===== src/rtl/drain_pkg.sv =====
// Shared constants and types for the drain scheduler.
//   N      : output word width
//   W_E/C/P: field width shifted out of each source register per grant
//   ACC_W  : accumulator width, wide enough for a nearly full word plus one widest field
//   FILL_W : width of the accumulator fill counter
package drain_pkg;
  localparam int N      = 64;
  localparam int W_E    = 24;
  localparam int W_C    = 15;
  localparam int W_P    = 9;
  localparam int CNT_W  = 11;
  localparam int W_MAX  = 24;
  localparam int ACC_W  = N + W_MAX;
  localparam int FILL_W = 7;

  typedef enum logic [1:0] {
    SRC_E = 2'd0,
    SRC_C = 2'd1,
    SRC_P = 2'd2
  } src_t;
endpackage


===== src/rtl/drain_scheduler_if.sv =====
// Output word handshake bundle.
//   out_data  : packed output word (master -> slave)
//   out_valid : out_data valid       (master -> slave)
//   out_ready : slave accepts word   (slave -> master)
interface drain_scheduler_if;
  import drain_pkg::*;
  logic [N-1:0] out_data;
  logic         out_valid;
  logic         out_ready;

  modport master (output out_data, output out_valid, input out_ready);
  modport slave  (input out_data, input out_valid, output out_ready);
endinterface


===== src/rtl/rr_arb3.sv =====
// Three-requester round-robin arbiter.
//   clk, rst : clock, asynchronous active-low reset
//   req[2:0] : request per source (bit 0 = E, 1 = C, 2 = P)
//   advance  : allow the pointer to move onto the granted source
//   grant    : one-hot grant, search starts after the last granted source
module rr_arb3
  import drain_pkg::*;
(
  input  logic       clk,
  input  logic       rst,
  input  logic [2:0] req,
  input  logic       advance,
  output logic [2:0] grant
);
  src_t ptr_reg;

  always_comb begin
    grant = 3'b000;
    case (ptr_reg)
      SRC_E: begin
        if (req[1])      grant = 3'b010;
        else if (req[2]) grant = 3'b100;
        else if (req[0]) grant = 3'b001;
      end
      SRC_C: begin
        if (req[2])      grant = 3'b100;
        else if (req[0]) grant = 3'b001;
        else if (req[1]) grant = 3'b010;
      end
      default: begin
        if (req[0])      grant = 3'b001;
        else if (req[1]) grant = 3'b010;
        else if (req[2]) grant = 3'b100;
      end
    endcase
  end

  // Reset to P so that E is searched first after reset.
  always_ff @(posedge clk or negedge rst) begin
    if (!rst) begin
      ptr_reg <= SRC_P;
    end else if (advance && (|grant)) begin
      ptr_reg <= grant[0] ? SRC_E : (grant[1] ? SRC_C : SRC_P);
    end
  end
endmodule


===== src/rtl/drain_scheduler.sv =====
// Shares one output word path between the E, C and P field shift registers.
// Grants one-cycle shifts round-robin to registers holding a full field, packs
// the granted fields MSB-first into an accumulator and emits N-bit words.
//   clk, rst            : clock, asynchronous active-low reset
//   enable              : allow grants
//   flush               : pulse, emit any partial word zero-padded
//   count_*/field_*     : bit count and head field of each source register
//   shift_*             : one-cycle grant pulse to each source register
//   dout                : output word valid/ready handshake
//   fill                : bits currently held in the accumulator
//   flush_done          : pulse when a flush has completed
module drain_scheduler
  import drain_pkg::*;
(
  input  logic                clk,
  input  logic                rst,
  input  logic                enable,
  input  logic                flush,
  input  logic [CNT_W-1:0]    count_e,
  input  logic [CNT_W-1:0]    count_c,
  input  logic [CNT_W-1:0]    count_p,
  input  logic [W_E-1:0]      field_e,
  input  logic [W_C-1:0]      field_c,
  input  logic [W_P-1:0]      field_p,
  output logic                shift_e,
  output logic                shift_c,
  output logic                shift_p,
  drain_scheduler_if.master   dout,
  output logic [FILL_W-1:0]   fill,
  output logic                flush_done
);
  logic [ACC_W-1:0]  acc_reg;
  logic [FILL_W-1:0] fill_reg;
  logic [N-1:0]      data_reg;
  logic              valid_reg;
  logic              pend_reg;
  logic              done_reg;

  logic              below_n;
  logic              xfer;
  logic              any_grant;
  logic [2:0]        req;
  logic [2:0]        arb_grant;
  logic [2:0]        grant;
  logic [ACC_W-1:0]  ins_field;
  logic [FILL_W-1:0] ins_w;

  assign below_n = fill_reg < FILL_W'(N);

  assign req[0] = enable && !pend_reg && below_n && (count_e >= CNT_W'(W_E));
  assign req[1] = enable && !pend_reg && below_n && (count_c >= CNT_W'(W_C));
  assign req[2] = enable && !pend_reg && below_n && (count_p >= CNT_W'(W_P));

  rr_arb3 u_arb (
    .clk     (clk),
    .rst     (rst),
    .req     (req),
    .advance (1'b1),
    .grant   (arb_grant)
  );

  // Count inputs may look eligible while reset is held; keep shifts quiet.
  assign grant     = arb_grant & {3{rst}};
  assign any_grant = |grant;
  assign shift_e   = grant[0];
  assign shift_c   = grant[1];
  assign shift_p   = grant[2];

  // Granted field left-aligned in accumulator width; shifted right by fill on capture.
  always_comb begin
    ins_field = '0;
    ins_w     = '0;
    if (grant[0]) begin
      ins_field = {field_e, {(ACC_W-W_E){1'b0}}};
      ins_w     = FILL_W'(W_E);
    end else if (grant[1]) begin
      ins_field = {field_c, {(ACC_W-W_C){1'b0}}};
      ins_w     = FILL_W'(W_C);
    end else if (grant[2]) begin
      ins_field = {field_p, {(ACC_W-W_P){1'b0}}};
      ins_w     = FILL_W'(W_P);
    end
  end

  assign xfer = !below_n && (!valid_reg || dout.out_ready);

  always_ff @(posedge clk or negedge rst) begin
    if (!rst) begin
      acc_reg   <= '0;
      fill_reg  <= '0;
      data_reg  <= '0;
      valid_reg <= 1'b0;
      pend_reg  <= 1'b0;
      done_reg  <= 1'b0;
    end else begin
      done_reg <= 1'b0;

      // Capture and transfer never coincide: capture needs fill < N.
      if (any_grant) begin
        acc_reg  <= acc_reg | (ins_field >> fill_reg);
        fill_reg <= fill_reg + ins_w;
      end

      if (xfer) begin
        data_reg  <= acc_reg[ACC_W-1 -: N];
        acc_reg   <= acc_reg << N;
        fill_reg  <= fill_reg - FILL_W'(N);
        valid_reg <= 1'b1;
        // Last bits of a pending flush leave with this word.
        if (pend_reg && (fill_reg == FILL_W'(N))) begin
          done_reg <= 1'b1;
          pend_reg <= 1'b0;
        end
      end else if (valid_reg && dout.out_ready) begin
        valid_reg <= 1'b0;
      end

      // Accumulator bits below fill are already zero, so padding is only a fill bump.
      if (pend_reg && (fill_reg != '0) && below_n) begin
        fill_reg <= FILL_W'(N);
      end

      if (pend_reg && (fill_reg == '0)) begin
        done_reg <= 1'b1;
        pend_reg <= 1'b0;
      end

      if (flush && !pend_reg) begin
        if ((fill_reg == '0) && !any_grant) done_reg <= 1'b1;
        else                                pend_reg <= 1'b1;
      end
    end
  end

  assign dout.out_data  = data_reg;
  assign dout.out_valid = valid_reg;
  assign fill           = fill_reg;
  assign flush_done     = done_reg;
endmodule


===== src/flat_wrapper.sv =====
// flat-port wrapper written by rule: the top's interface ports become plain ports
module drain_scheduler_flat import drain_pkg::*;
  (clk, rst, enable, flush, count_e, count_c, count_p, field_e, field_c, field_p, shift_e, shift_c, shift_p, fill, flush_done, dout_out_data, dout_out_valid, dout_out_ready);
  drain_scheduler_if dout_i ();
  input  logic clk;
  input  logic rst;
  input  logic enable;
  input  logic flush;
  input  logic [CNT_W-1:0] count_e;
  input  logic [CNT_W-1:0] count_c;
  input  logic [CNT_W-1:0] count_p;
  input  logic [W_E-1:0] field_e;
  input  logic [W_C-1:0] field_c;
  input  logic [W_P-1:0] field_p;
  output logic shift_e;
  output logic shift_c;
  output logic shift_p;
  output logic [FILL_W-1:0] fill;
  output logic flush_done;
  output wire logic [$bits(dout_i.out_data)-1:0] dout_out_data;
  output wire logic [$bits(dout_i.out_valid)-1:0] dout_out_valid;
  input wire logic [$bits(dout_i.out_ready)-1:0] dout_out_ready;
  assign dout_out_data = dout_i.out_data;
  assign dout_out_valid = dout_i.out_valid;
  assign dout_i.out_ready = dout_out_ready;
  drain_scheduler u_core (.clk(clk), .rst(rst), .enable(enable), .flush(flush), .count_e(count_e), .count_c(count_c), .count_p(count_p), .field_e(field_e), .field_c(field_c), .field_p(field_p), .shift_e(shift_e), .shift_c(shift_c), .shift_p(shift_p), .dout(dout_i), .fill(fill), .flush_done(flush_done));
endmodule

===== config.mk =====
export PLATFORM = sky130hd
export DESIGN_NAME = drain_scheduler_flat
export DESIGN_NICKNAME = d
export VERILOG_FILES = /design/src/rtl/drain_pkg.sv /design/src/rtl/drain_scheduler_if.sv /design/src/rtl/rr_arb3.sv /design/src/rtl/drain_scheduler.sv /design/src/flat_wrapper.sv
export SDC_FILE = /design/constraint.sdc
export NUM_CORES = 1
export LEC_CHECK = 0
export CAP_MARGIN = 20
export CORE_ASPECT_RATIO = 2
export CORE_MARGIN = 10
export CORE_UTILIZATION = 50
export CTS_CLUSTER_DIAMETER = 120
export DETAILED_ROUTE_END_ITERATION = 10
export GPL_TIMING_DRIVEN = 0
export PLACE_DENSITY = 0.77
export SETUP_SLACK_MARGIN = 0.5
export SYNTH_ARGS = -nofsm -noshare
export SYNTH_HDL_FRONTEND = slang
export SYNTH_SLANG_ARGS = --single-unit

===== constraint.sdc =====
create_clock -name clk -period 7.8 [get_ports clk]
set_input_delay 2.34 -clock clk [delete_from_list [all_inputs] [get_ports clk]]
set_output_delay 2.34 -clock clk [all_outputs]
set_load 0.02 [all_outputs]

# ---- Word-level counts from Yosys, hierarchy flattened
# Index checks and enable logic that the tools add are counted.
dict set report op_classes {
  n_addsub 2
  magnitude_cmp 4
  n_eq_ne 2
  shifts 1
  muxes 35
  bitwise_logic 2
  reduce_logical 26
}
# op n
set op_table {}
lappend op_table {{$mux 88} 5}
lappend op_table {{$or 88x88->88} 1}
lappend op_table {{$shr 88x7->88} 1}
lappend op_table {{$mux 7} 5}
lappend op_table {{$ge 11x4->1 const B} 2}
lappend op_table {{$mux 3} 6}
lappend op_table {{$logic_and 1x1->1} 13}
lappend op_table {{$mux 1} 13}
lappend op_table {{$ge 11x5->1 const B} 1}
lappend op_table {{$mux 2} 4}
lappend op_table {{$add 7x7->7} 1}
lappend op_table {{$eq 7x7->1 const B} 1}
lappend op_table {{$logic_not 7->1} 1}
lappend op_table {{$lt 7x7->1 const B} 1}
lappend op_table {{$reduce_bool 7->1} 1}
lappend op_table {{$sub 7x7->7 const B} 1}
lappend op_table {{$pmux 3 s2} 1}
lappend op_table {{$reduce_or 3->1} 2}
lappend op_table {{$logic_not 1->1} 4}
lappend op_table {{$mux 4} 1}
lappend op_table {{$reduce_bool 2->1} 2}
lappend op_table {{$and 3x3->3} 1}
lappend op_table {{$reduce_bool 3->1} 1}
lappend op_table {{$eq 2x1->1 const B} 1}
lappend op_table {{2 further kinds} 2}
dict set report totals {
  reg_bits 164
  inputBits 86
  out_inout_bits 76
  word_cells 79
}

# ---- Longest topological paths before layout
# Gate-level depths: netlist of the first run.
dict set report logic_depth {
  ltp_word 16
  mapped_depth 14
  depth_no_buf 12
}

# ---- By module
# A second synthesis of the first run with hierarchy kept.
dict set report hier_totals {
  hier_cells 1082
  hier_area_um2 9255.1
}
# module n_inst cells_per_inst area_each_um2 seq_area_each_um2
set by_module_without_submodules {}
lappend by_module_without_submodules {drain_scheduler 1 1062 9096.2 4053.9}
lappend by_module_without_submodules {rr_arb3 1 20 158.9 51.3}

# ---- Least setup slack after synthesis of the first run
# Ideal clock, no wire load.
dict set report synth_timing {
  path_kind {input to output}
  startpoint {input count_c[5]}
  endpoint {output shift_e}
  arrival_ns 3.993
  required_time_ns 5.460
  path_slack_ns 1.467
  cell_stages 6
  path_buffers 2
  path_cell_list {nor4_2 nand3_1 a211o_1 inv_2 clkbuf_1 clkbuf_1}
}
dict set report synth_via {
  elab_chain_cells 6
  elab_cells_between_ends 7
}
# item line_no
set synth_rtl {}
lappend synth_rtl {{from (decl)} flat_wrapper.sv:10} ;# input logic [CNT_W-1:0] count_c;
lappend synth_rtl {{$ge 11x4->1 (*)} drain_scheduler.sv:51} ;# assign req[1] = enable && !pend_reg && below_n && (count_c >= CNT_W'(W_C));
lappend synth_rtl {{$logic_and 1x1->1 (*)} drain_scheduler.sv:51}
lappend synth_rtl {{$mux 3} rr_arb3.sv:32} ;# else if (req[1]) grant = 3'b010;
lappend synth_rtl {{$mux 3} rr_arb3.sv:31} ;# if (req[0]) grant = 3'b001;
lappend synth_rtl {{$pmux 3 s2 (*)} rr_arb3.sv:19} ;# case (ptr_reg)
lappend synth_rtl {{$and 3x3->3 (*)} drain_scheduler.sv:63} ;# assign grant = arb_grant & {3{rst}};
lappend synth_rtl {{to (decl)} flat_wrapper.sv:15} ;# output logic shift_e;
# Every way passes the cells marked *; elsewhere a longest branch is shown, timed or not.

# ---- Worst setup path after layout of the first run
dict set report layout_timing {
  startpoint {input count_c[5]}
  endpoint {output shift_p}
}
dict set report layout_via {
  elab_chain_cells 6
  elab_cells_between_ends 7
}
# item line_no
set layout_rtl {}
lappend layout_rtl {{$ge 11x4->1 (*)} drain_scheduler.sv:51}
lappend layout_rtl {{$logic_and 1x1->1 (*)} drain_scheduler.sv:51}
lappend layout_rtl {{$mux 3} rr_arb3.sv:32}
lappend layout_rtl {{$mux 3} rr_arb3.sv:31}
lappend layout_rtl {{$pmux 3 s2 (*)} rr_arb3.sv:19}
lappend layout_rtl {{$and 3x3->3 (*)} drain_scheduler.sv:63}
lappend layout_rtl {{to (decl)} flat_wrapper.sv:17} ;# output logic shift_p;
# Marked as above.

==> metrics.txt, run 1 <==
Fillers=around 1500; vias in the first global route=9375; Synth Register Bits=164; unrepaired setup endpoints after global routing=yes; Worst Setup Slack post-DPL=-0.315 ns; cell area power density=between 300 and 400 mW/mm²; Psw=around 1600 µW; fraction of layout cells with a size suffix above 1=6.75%; Tcrit/Tclk final=93.3%; nets=around 1300; TritonRoute pass-1 iters=5; most frequent cell after synthesis=nand2_1; initial core utilization=51.0%; worst path cell trace=clkdlybuf4s50_1, nor4_2, nand3_1, o22ai_1, clkbuf_1, nand2_1, inv_1, clkdlybuf4s50_1; Ys Warns=0; GP Congestion=between 1 and 1.5; cts-stage hold buffer count=0; drt drc=0; combinational share of power=45.1%; CTS tree=done; sequential power share=approximately 30%; CP Launch Type=primary input; Post-DP HPWL=~30 mm; total CTS buffers=17; Mean Syn Cell Area=8.57 µm²; clk sinks=roughly 160; Max H-tree Level=4; Peak VDD IR=a little under 0.0002 V; Post-synth EDFFs=0; top cells by area, synth=dfrtp_1 46%, nand2_1 12%, a21oi_1 3.8%, nor2_1 3.8%, o21ai_0 3.1%; Cell Int Power=2080 µW; Synth Instances=approximately 1000; Buf/Inv on CP=4; Tot GR Track Use=roughly a third; CP max stage delay=0.61 ns; routed wire length=39.3 mm; clk_skew=0.00895 ns; Clock power frac=24.6%; I/O pin total=162; Tmin final=just over 7 ns; Worst Path Max Fanout=10; syn_nets=approximately 1100; # Max-Cap Violations=0; Die X=between 100 and 150 µm; Die ar.=0.0237 mm²; Most common cell on crit path=clkdlybuf4s50_1; WL per Instance=27.3 µm; Slew Limit Fails=0; vias=9138; fin worst setup slack=~0.53 ns; clock slew seen by the registers of the worst setup and hold paths=0.06 ns; Slew HR=between 20% and 30%; Worst Setup End Kind=output pin; WP data arrival=4.93 ns; Final ANT Viol Nets=0; top cells by count, synth=276 x nand2_1, 163 x dfrtp_1, 89 x nor2_1; # setup viols final=0; pin count of the biggest net entering global routing=85; CP top delay family=buffers and inverters; Fin. Hold Viols=0; worst slew pin tran=1.17 ns; main flop type after synthesis=dfrtp_1; synthesized cell area=slightly below 0.009 mm²; Hold WC Path Type=flop to flop; clock latency on the worst-skew pair=about 0.44 ns; Port Buf Inserts=158; Switching Fraction=a little over two fifths; post-synth top area cell=dfrtp_1; Setup TNS=0 ns; post-synthesis sequential area ratio=~46%; initial antenna violation count=0; Ant. Diodes=0; DIE HEIGHT=208 µm; share of the synthesized area in the top cell type=a little under half; Critical Path RT=5.46 ns; root buffer cell=clkbuf_16; Core Rows=68; first-pass GRT wire length=around 59 mm; Setup CP Type=primary input to output pin; max reg flops=just under 90; CTS Buffer Depth=2; leakage power=between 0.005 and 0.006 µW; Layout area overhead=28.8%; post-synthesis cell type count=67; drt via density=between 6 and 7; Core Region=0.0174 mm²; GR Overflow Total=0; outcome=finished clean; Slowest cell on crit path=clkdlybuf4s50_1; ys async rst share=100%; initial drt markers=~790; max frequency=137 MHz
## routing by layer
layer	up-vias	track usage, %	wire (µm)
met5	-	0	0
met4	0	27.0	3710
met3	168	7.14	2700
met2	540	57.2	20400
met1	4379	32.0	12400
li1	4051	-	-
## path summary, 6_finish.rpt
kind / start / endpoint / slack, ns / cells after the start
max: count_c[5] / shift_p / 0.53 / 8
min: u_core.acc_reg[72] / u_core.dout.out_data[48] / 0.47 / 2
max reg2reg: u_core.fill[6] / u_core.acc_reg[24] / 3.45 / 12
min reg2reg: u_core.acc_reg[72] / u_core.dout.out_data[48] / 0.47 / 2
max in group asynchronous: rst / u_core.acc_reg[37] / 5.19 / 2
min in group asynchronous: rst / u_core.flush_done / 1.82 / 1
## kinds of logic after synthesis
logic type,after synthesis,share of synthesized area (%)
DFF,164,46.4
and+or+nand+nor,452,21.5
adders and majority gates,4,0.566
AOI/OAI and AO/OA,288,21.8
muxes,36,5.51
xor gates and xnor gates,4,0.396
buffers and inverters,85,3.78
## worst register-to-register path: cells and delay by family (launching register included)
| family | cells | cell delay [ns] |
|---|---|---|
| and+or+nand+nor | 1 | 0.42 |
| buffers and inverters | 3 | 0.60 |
| AOI/OAI and AO/OA | 6 | 1.49 |
| DFF | 1 | 0.37 |
| muxes | 2 | 1.40 |
## final cells by class
class	instances	area, µm²	area share [%]
repair buffers	165	1650	14.5
clock inverters	11	176	1.55
inverters	14	52.6	0.461
clock buffers	21	440	3.86
multi-input cells	784	4420	38.8
flip-flops and latches	164	4110	36.0
plain buffers	71	287	2.51
well taps	210	263	2.30
## per-stage QoR
step / hold slack [ns] / util (%) / total power (µW) / instances / cell area [µm²]
after floorplan: 0.430 / - / 2040 / 1033 / 8850
after global placement: 0.449 / 61.6 / 2710 / 1401 / 10700
after detailed placement: 0.455 / 61.9 / 2730 / 1406 / 10800
after CTS: 0.471 / 65.7 / 3630 / 1440 / 11400
after global routing: 0.496 / 65.7 / 3830 / 1440 / 11400
final: 0.470 / 65.7 / 3670 / 1440 / 11400
## cell usage in the layout, fill, tap and decap left out, types with 5 or more instances in the layout
cell type        Yosys  final
o22ai_1             25     25
mux4_2               9      9
o2bb2ai_1            7      7
nor2_1              89     89
a21oi_1             68     68
o21ai_0             55     55
o31ai_1              9      9
clkdlybuf4s50_1      0    155
a22o_1               9      9
nand3_1             23     23
inv_1               12     12
buf_4                1      5
buf_2                3      5
a221oi_1            10     10
mux2_2              12     12
dfrtp_1            163    163
nand2_1            276    276
a22oi_1              9      9
clkbuf_1            60     62
a31oi_1             13     13
nor4_1               7      7
a211oi_1            20     19
mux2i_1             15     15
and3_1               8      8
a21o_1              12     12
a32oi_1              5      5
buf_1                6      6
clkbuf_16            0     17
and2_1               6      6
nor3_1              19     19
o211ai_1             5      5
## power groups by stage
stage	Sequential [µW]	Combinational, µW	Clock, µW
6_report	1110	1660	903
3_5_place_dp	1130	1600	0
2_1_floorplan	1190	854	0
3_3_place_gp	1120	1590	0
4_1_cts	1110	1620	900
5_1_grt	1130	1760	931
## timing repair
item,in CTS,in global routing
pin swaps,1,0
resized for setup,8,3
endpoints found under the setup margin,2,2
setup buffers,2,0
Note: power is estimated with default switching activity, not from simulation.
==> inputs of run 2 (changes only) <==
--- a/config.mk
+++ b/config.mk
@@ -5,14 +5,15 @@
 export SDC_FILE = /design/constraint.sdc
 export NUM_CORES = 1
 export LEC_CHECK = 0
-export CAP_MARGIN = 20
+export ABC_AREA = 1
+export CAP_MARGIN = 30
 export CORE_ASPECT_RATIO = 2
 export CORE_MARGIN = 10
-export CORE_UTILIZATION = 50
+export CORE_UTILIZATION = 45
 export CTS_CLUSTER_DIAMETER = 120
 export DETAILED_ROUTE_END_ITERATION = 10
 export GPL_TIMING_DRIVEN = 0
-export PLACE_DENSITY = 0.77
+export PLACE_DENSITY = 0.7
 export SETUP_SLACK_MARGIN = 0.5
 export SYNTH_ARGS = -nofsm -noshare
 export SYNTH_HDL_FRONTEND = slang
==> run 2 against run 1 <==
  * Non-clock buffer count is 6 lower
  * Hold slack better by 0.0071 ns
  * Largest cell class is now flip-flops and latches
  * Via count is 1.1% higher
  * Design area is 0.82% higher
  * Sequential cell count stayed put
  * Largest power group unchanged
  * Sequential share of layout area is 0.29 points lower
  * Synthesized cell count is 19% higher
  * Critical path depth is 3 higher
==> metrics.txt, run 2 <==
I/O pin total=around 160; Mean Syn Cell Area=~7.3 µm²; syn_nets=1319; Slew Limit Fails=0; clock latency on the worst-skew pair=around 0.44 ns; Synth Instances=~1200; Tmin final=between 6 and 7 ns; Fin. Hold Viols=0; post-synthesis mux area share=0%; Switching Fraction=47.8%; CP max stage delay=~0.67 ns; total CTS buffers=17; # Max-Cap Violations=0; clock slew seen by the registers of the worst setup and hold paths=approximately 0.06 ns; initial antenna violation count=0; main combinational cell family by area after synthesis=simple AND/OR/NAND/NOR gates; # setup viols final=0; Tot Pwr=approximately 4700 µW; Die X=between 100 and 150 µm; complex-gate fraction of the synthesized area=between 10% and 20%; CP endpoint=shift_e; outcome=finished clean; post-CTS sizing=0; post-synthesis sequential area ratio=between 40 and 50%; TritonRoute pass-1 iters=6; ys async rst share=100%; Synth Area in Simple Gates=32.5%; Setup CP Type=primary input to output pin; CTS Buffer Depth=2; Post-DP HPWL=about 30 mm; synthesized cell area=around 0.009 mm²; drt via density=between 5 and 6; sequential power share=28.0%; worst slew pin tran=between 0.7 and 0.8 ns; cell area power density=407 mW/mm²; Critical Path RT=between 5 and 6 ns; critical path launch point=count_p[6]; Post-CTS Setup Inserts=0; cell count of the worst reg-to-reg path=19; unrepaired setup endpoints after global routing=no; initial core utilization=a little under half; CTS tree=done; vias=approximately 9000; placed cell areas=around 0.011 mm²; Die ar.=0.0263 mm²; Core Region=roughly 0.020 mm²; Reg-to-Reg End=u_core.acc_reg[52]; Tcrit/Tclk final=about nine tenths; Ys Warns=0; most frequent cell after synthesis=nand2_1; fraction of layout cells with a size suffix above 1=roughly 6.2%; fin area=0.0115 mm²; Slowest cell on crit path=clkdlybuf4s50_1; nets=about 1500; Synth Register Bits=about 160; Ant. Diodes=0; main flop type after synthesis=dfrtp_1; routed wire length=~36 mm; vias in the first global route=between 9000 and 10000; Post-synth EDFFs=0; top cells by area, synth=dfrtp_1 46%, nand2_1 15%, nand3_1 11%, inv_1 4.5%, o21ai_0 4.0%; Hold Startpoint=u_core.acc_reg[5]; DIE HEIGHT=around 220 µm; Psw=2240 µW; Final ANT Viol Nets=0; max frequency=143 MHz; Setup TNS=0 ns; combinational share of power=53.9%; WL per Instance=around 21 µm; share of the synthesized area in the top cell type=between 40% and 50%; setup slack, reg-to-reg=~4.4 ns; Max H-tree Level=4; most frequent cells in the layout=359 x nand2_1, 204 x nand3_1, 163 x dfrtp_1; Peak VDD IR=0.000230 V; leakage power=between 0.005 and 0.006 µW; initial drt markers=734; GR Overflow Total=0; WP data arrival=roughly 4.7 ns; CP Launch Type=primary input; max reg flops=88; Slew HR=49.8%; Clock power frac=~18%; pin count of the biggest net entering global routing=~110; Core Rows=73; worst path cell trace=clkdlybuf4s50_1, nor2_1, nand2_1, nor2_2, nand2_1, nand3_2, nand2_2, nor2_4, nand2_4, clkinv_2, clkdlybuf4s50_1; cts-stage hold buffer count=0; post-synthesis cell type count=39; Post-Synth Adder-Cell Area=less than 1%; XOR/XNOR Fraction of Synth Area=less than 1%; R2R Path Start=u_core.fill[6]; Worst Path Max Fanout=10; Tot GR Track Use=approximately 27%; drt drc=0; Worst Setup End Kind=output pin; final core occ=58.3%; post-synth top area cell=dfrtp_1; Hold WC Path Type=flop to flop; root buffer cell=clkbuf_16; leading cell type in the layout, fill and taps excluded=nand2_1; Fin Hold WS=around 0.48 ns; Port Buf Inserts=around 160; GP Congestion=roughly 1.1; Layout area overhead=28.3%; clk sinks=between 150 and 200; top cells by count, synth=359 x nand2_1, 204 x nand3_1, 163 x dfrtp_1; clk_skew=0.0114 ns; first-pass GRT wire length=between 50 and 60 mm; Cell Int Power=between 2000 and 2500 µW
==> run 2: layout make-up <==
type | count | area, µm²
buffer | 71 | 294
clock buffer | 19 | 443
clock inverter | 13 | 148
fill | 1968 | 8230
inverter | 123 | 463
multi-input combinational | 871 | 4100
sequential | 164 | 4110
tap | 262 | 328
timing repair buffer | 159 | 1610
==> run 2: per-stage QoR <==
step,instances,setup slack [ns]
2_1_floorplan,1229,2.25
5_1_grt,1682,0.732
6_report,1682,0.815
4_1_cts,1682,0.814
3_3_place_gp,1649,-5.11
3_5_place_dp,1650,0.826
==> run 2: power groups by stage <==
stage | combinational (µW) | clock [µW] | sequential [µW]
4_1_cts | 2510 | 855 | 1310
3_5_place_dp | 2500 | 0 | 1320
2_1_floorplan | 1270 | 0 | 1470
5_1_grt | 2730 | 894 | 1340
3_3_place_gp | 2470 | 0 | 1310
6_report | 2520 | 850 | 1310
==> run 2: layer usage <==
layer	routed length, µm	track usage, %	up-vias
li1	-	-	4389
met1	11100	24.2	4319
met2	19500	51.3	401
met3	1840	5.10	131
met4	3260	23.1	0
met5	0	0	-
==> run 2: cell families after synthesis <==
family,count (synthesis)
buffers and inverters,194
XOR/XNOR,3
adder cells (fa/ha/maj),4
flip-flops,164
AND/OR/NAND/NOR,663
AO/OA/AOI/OAI,201
==> run 2: worst min-delay path by stage <==
stage	endpoint	cells after the start
finish	u_core.acc_reg[69]	2
global route	u_core.dout.out_data[51]	2
CTS	u_core.dout.out_data[59]	2
detailed placement	u_core.dout.out_data[59]	2
global placement	u_core.dout.out_data[58]	2
floorplan	u_core.dout.out_data[56]	2
==> run 2: worst max-delay path, delay by kind of cell <==
| family | cells | cell delay, ns |
|---|---|---|
| and+or+nand+nor | 8 | 1.03 |
| buffers and inverters | 3 | 1.26 |
==> inputs of run 3 (changes only) <==
--- a/config.mk
+++ b/config.mk
@@ -8,13 +8,13 @@
 export ABC_AREA = 1
 export CAP_MARGIN = 30
 export CORE_ASPECT_RATIO = 2
-export CORE_MARGIN = 10
+export CORE_MARGIN = 4
 export CORE_UTILIZATION = 45
 export CTS_CLUSTER_DIAMETER = 120
 export DETAILED_ROUTE_END_ITERATION = 10
 export GPL_TIMING_DRIVEN = 0
 export PLACE_DENSITY = 0.7
-export SETUP_SLACK_MARGIN = 0.5
+export SETUP_SLACK_MARGIN = 0.1
 export SYNTH_ARGS = -nofsm -noshare
 export SYNTH_HDL_FRONTEND = slang
 export SYNTH_SLANG_ARGS = --single-unit
==> run 3 against run 2 <==
  * Via count decreased by 0.57%
  * Routed wire length up 0.19%
  * Power is 1.0% lower
  * Final cell count down 0.12%
  * Combinational power about the same
  * Non-clock buffer count is the same
  * Fmax increased by 2.8%
  * Critical path type unchanged
==> metrics.txt, run 3 (synthesis gave the netlist of run 2 again) <==
outcome=finished clean; cts-stage hold buffer count=0; Max H-tree Level=4; grt met3 use=approximately 4.6%; vias in the first global route=9443; Post-DP HPWL=around 29 mm; total CTS buffers=17; final core occ=about three fifths; Port Buf Inserts=around 160; CP Launch Type=primary input; Layout area overhead=27.9%; GR Util met2=61.3%; unrepaired setup endpoints after global routing=no; fin area=roughly 0.011 mm²; initial core utilization=46.1%; drt drc=0; Final ANT Viol Nets=0; most frequent cells in the layout=359 x nand2_1, 204 x nand3_1, 163 x dfrtp_1; Core Rows=a little over 70; worst slew pin tran=0.806 ns; max reg flops=between 80 and 90; CTS Buffer Depth=2; Fin Hold WS=around 0.47 ns; Critical Path RT=~5.5 ns; WP data arrival=approximately 4.5 ns; Tmin final=6.79 ns; pin count of the biggest net entering global routing=roughly 110; root buffer cell=clkbuf_16; Post-CTS Setup Inserts=0; Peak VDD IR=0.000191 V; max frequency=about 150 MHz; Slew HR=~46%; Slowest cell on crit path=clkdlybuf4s50_1; Die X=108 µm; clock latency on the worst-skew pair=roughly 0.44 ns; CP max stage delay=between 0.6 and 0.7 ns; CTS tree=done; fraction of layout cells with a size suffix above 1=about 6.1%; routed wire length=~36 mm; Core Region=0.0195 mm²; Tot GR Track Use=32.8%; WL per Instance=21.3 µm; worst path cell trace=clkdlybuf4s50_1, inv_1, nand2_1, nor2_1, nand3_1, nand3_2, nand2_1, inv_2, nand2_2, nor2_2, clkdlybuf4s50_1; Slew Limit Fails=0; Fillers=1906; I/O pin total=about 160; leakage power=approximately 0.0053 µW; vias=about 9200; Setup CP Type=primary input to output pin; first-pass GRT wire length=around 54 mm; Hold WC Path Type=flop to flop; initial drt markers=just over 600; # Max-Cap Violations=0; GP Congestion=around 1.0; busiest layer in global routing=met2; cell area power density=a little over 400 mW/mm²; leading cell type in the layout, fill and taps excluded=nand2_1; clk sinks=between 150 and 200; GR Overflow Total=0; TritonRoute pass-1 iters=5; post-CTS sizing=0; nets=~1500; drt via density=5.47; initial antenna violation count=1; clk_skew=0.0110 ns; DIE HEIGHT=approximately 210 µm; met1 usage in global routing=between 30% and 40%; Die ar.=about 0.022 mm²; Worst Setup End Kind=output pin; clock slew seen by the registers of the worst setup and hold paths=0.06 ns; Worst Path Max Fanout=8; Tcrit/Tclk final=87.1%; Fin. Hold Viols=0; placed cell areas=0.0109 mm²; # setup viols final=0; Tot Pwr=4630 µW
==> run 3: worst paths after layout <==
| kind | startpoint | endpoint | slack (ns) | cells past startpoint |
|---|---|---|---|---|
| min in group asynchronous | rst | u_core.flush_done | 1.80 | 1 |
| worst min register to register | u_core.acc_reg[86] | u_core.dout.out_data[62] | 0.47 | 2 |
| worst max-delay path | count_c[9] | shift_p | 1.01 | 11 |
| worst min-delay path | u_core.acc_reg[86] | u_core.dout.out_data[62] | 0.47 | 2 |
| worst max register to register | u_core.fill[6] | u_core.acc_reg[50] | 4.53 | 18 |
| max in group asynchronous | rst | u_core.acc_reg[29] | 5.07 | 2 |
==> run 3: metrics by stage <==
| step | std cells | setup TNS, ns | worst slack [ns] |
|---|---|---|---|
| 2_1_floorplan | 1229 | 0 | 2.25 |
| 3_3_place_gp | 1646 | -758.99 | -5.08 |
| 3_5_place_dp | 1647 | 0 | 0.980 |
| 4_1_cts | 1679 | 0 | 0.974 |
| 5_1_grt | 1680 | 0 | 0.813 |
| 6_report | 1680 | 0 | 1.01 |
==> run 3: report_power, final <==
part           internal [µW]  switching [µW]
clock network            445             353
logic                    801            1720
registers               1150             151
==> run 3: layout make-up <==
type                            count  area, µm²  share of cell area, %
Sequential cell                   164       4110                   35.8
Multi-Input combinational cell    871       4100                   35.8
Clock inverter                      8       67.6                  0.589
Clock buffer                       24        492                   4.29
Timing Repair Buffer              159       1610                   14.1
Inverter                          123        463                   4.04
Buffer                             71        294                   2.57
Tap cell                          259        324                   2.83
Antenna cell                        1       2.50                 0.0218
==> run 3: routing by layer <==
layer,vias to the layer above,share of wire [%]
li1,4386,-
met1,4315,32
met2,367,55
met3,119,4.5
met4,0,8.9
met5,-,0
==> run 3: worst max-delay path, delay by kind of cell <==
kind	cells	cell delay [ns]
AND/OR/NAND/NOR	7	0.83
buffers and inverters	4	1.26
==> patch (flow settings as in run 1) <==
Set the package constant `W_C` to 13 (it was 15).
--- a/src/rtl/drain_pkg.sv
+++ b/src/rtl/drain_pkg.sv
@@ -7,5 +7,5 @@
   localparam int N      = 64;
   localparam int W_E    = 24;
-  localparam int W_C    = 15;
+  localparam int W_C    = 13;
   localparam int W_P    = 9;
   localparam int CNT_W  = 11;
Ports: changed (resized field_c); port bits go from 162 to 160. The function was not compared with the original's and may differ.
==> patch against run 1 <==
- power decreased by 1.2%
- synthesized area decreased by 0.33%
- clock skew decreased by 3.3 ps
- final area decreased by 0.44%
- sequential cell count unchanged
- setup slack improved by 53 ps
- wire length decreased by 12%
- critical path type unchanged
- highest routed layer unchanged
==> patch: results (changes against run 1) <==
The highest ir drop seen on vdd is 0.1512 mV (-24%). The placed wire-length estimate after detailed placement came out at 26700 um (-12%). The worst reg2reg path endpoint is u_core.acc_reg[31]$_DFFE_PN0P_.

The worst hold path depth is 2 (unchanged). The number of buffer cells added on primary ports is 156 (-1.3%). The number of unique standard cell types used by synthesis is 73 (+9.0%).

The via count of the first global-routing pass came to 9377 (+0.021%). The worst min-delay path endpoint is u_core.dout.out_data[61]$_DFFE_PN0P_. The slack of the worst reg-to-reg path is 3440 ps (about the same). The headroom to the max-slew limit is 20.14% (-0.72 points). The clock latency on the worst-skew pair was 440 ps (about the same). The final wirelength is 34480 um (-12%). Grouping stages by cell kind, the critical path spends the most delay in buffers and inverters.

The number of antenna violations at the first check in global routing came out at 0 (unchanged). The proportion of register bits with asynchronous set or reset after synthesis came out at 100.0% (unchanged). The global-route usage over all layers came out at 28.98% (-4.0 points). The setup skew after layout is 5.608 ps (-3.338 ps). Clock tree synthesis selected as its root buffer the cell sky130_fd_sc_hd__clkbuf_16. The post-synth net total came out at 1128 (+0.45%). Among all stages on the critical path, the largest delay is contributed by sky130_fd_sc_hd__clkdlybuf4s50_1.

The detailed-router iteration count before antenna repair was 6 (+1). The final weighted congestion in routability-driven placement is 1.001 (-2.2%). The origin of the worst min-delay path is u_core.acc_reg[85]$_DFFE_PN0P_.

The count of inserted antenna diode cells came out at 0 (unchanged). The total number of vias came out at 8943 (-2.1%). The final hold slack came to 468.4 ps (-2.056 ps). The leakage power is 4.966 nW (-3.2%).

The data arrival time of the worst path came out at 4880 ps (-50 ps). The min-delay analysis places its worst path in the category flop to flop. The logic depth of the worst register-to-register path is 13 (+1). The flow ran to the end, and the final reports show no timing, DRC or antenna violations. The largest fanout on the critical path came to 11 (+1).

The worst setup slack after placement is -86.67 ps (+228.2 ps). The worst register-to-register path begins at u_core.pend_reg$_DFF_PN0_. The number of nets in the layout came out at 1306 (-0.077%). The first-pass GRT wire length came to 52950 um (-9.5%). The maximum number of pins on one net before global-route repair is 113 (+33%).

The number of violations reported at the end of detailed-routing iteration 0 is 728 (-7.3%). The clock edge transition at the registers on the reported setup and hold paths is 60 ps (about the same). The portion of the post-synthesis area used by sequential elements came out at 46.55% (+0.15 points). The largest incremental delay on the critical path came out at 490 ps (-120 ps). The share of post-route cells with drive strength above 1 came out at 7.486% (+0.74 points).

The commonest cells after synthesis are sky130_fd_sc_hd__nand2_1 (281), sky130_fd_sc_hd__dfrtp_1 (163), sky130_fd_sc_hd__nor2_1 (114), sky130_fd_sc_hd__a21oi_1 (77), sky130_fd_sc_hd__clkbuf_1 (54). By area the synthesized netlist is led by sky130_fd_sc_hd__dfrtp_1 (46%), sky130_fd_sc_hd__nand2_1 (12%), sky130_fd_sc_hd__nor2_1 (4.9%), sky130_fd_sc_hd__a21oi_1 (4.4%), sky130_fd_sc_hd__o21ai_0 (2.9%).
==> patch: final cells by class <==
cell class | count | area, sq um
Tap cell | 210 | 262.8
Sequential cell | 164 | 4105
Inverter | 12 | 45.04
Clock buffer | 20 | 456.7
Fill cell | 1474 | 5921
Buffer | 72 | 302.8
Timing Repair Buffer | 159 | 1605
Clock inverter | 11 | 173.9
Multi-Input combinational cell | 791 | 4399
==> patch: cells by family (layout without fill, tap and decap cells) <==
| logic type | after synthesis | after routing | synth area share, % |
|---|---|---|---|
| AO/OA/AOI/OAI | 263 | 263 | 19.93 |
| XOR/XNOR | 4 | 4 | 0.3973 |
| adder cells (fa/ha/maj) | 5 | 5 | 0.7093 |
| buffers and inverters | 84 | 274 | 3.901 |
| flip-flops | 164 | 164 | 46.55 |
| multiplexers | 38 | 38 | 5.845 |
| AND/OR/NAND/NOR | 481 | 481 | 22.67 |
==> patch: how the worst max path moves through the flow <==
stage,slack [ps],end,from
finish,580,shift_e,enable
global route,510,shift_e,enable
CTS,530,shift_c,count_p[7]
detailed placement,-90,shift_e,count_p[1]
global placement,-5360,shift_p,rst
floorplan,1410,shift_e,count_p[1]
==> patch: tightest hold or removal path: stages (launching register included) <==
cell,delay [ps]
sky130_fd_sc_hd__dfrtp_1,340
sky130_fd_sc_hd__nand2_1,50
sky130_fd_sc_hd__nand2_1,50
==> patch: metal layers <==
metal	global-route usage [%]	up-vias	routed length [um]
li1	-	3996	-
met1	26.55	4298	10910
met2	53.35	482	18610
met3	6.713	167	2268
met4	20.40	0	2688
met5	0	-	0
==> patch: what timing repair did <==
item,4_1_cts,5_1_grt
gates resized for setup,6,2
gates cloned,0,0
pin swaps,1,1
setup buffers,0,1
endpoints found under the setup margin,3,3
==> patch: where the power goes <==
| part | internal, mW | switching (mW) | leakage [nW] | total (mW) |
|---|---|---|---|---|
| clock | 0.553 | 0.350 | 0.299 | 0.902 |
| combinational | 0.523 | 1.11 | 2.44 | 1.63 |
| sequential | 1.00 | 0.0969 | 2.23 | 1.10 |
| total | 2.08 | 1.55 | 4.97 | 3.63 |
==> patch: per-stage QoR <==
stage               utilization [%]  cell area (sq um)  std cells
floorplan                         -               8820       1039
global placement              61.63              10640       1405
detailed placement            61.82              10680       1406
CTS                           65.58              11330       1437
global route                  65.72              11350       1439
finish                        65.72              11350       1439
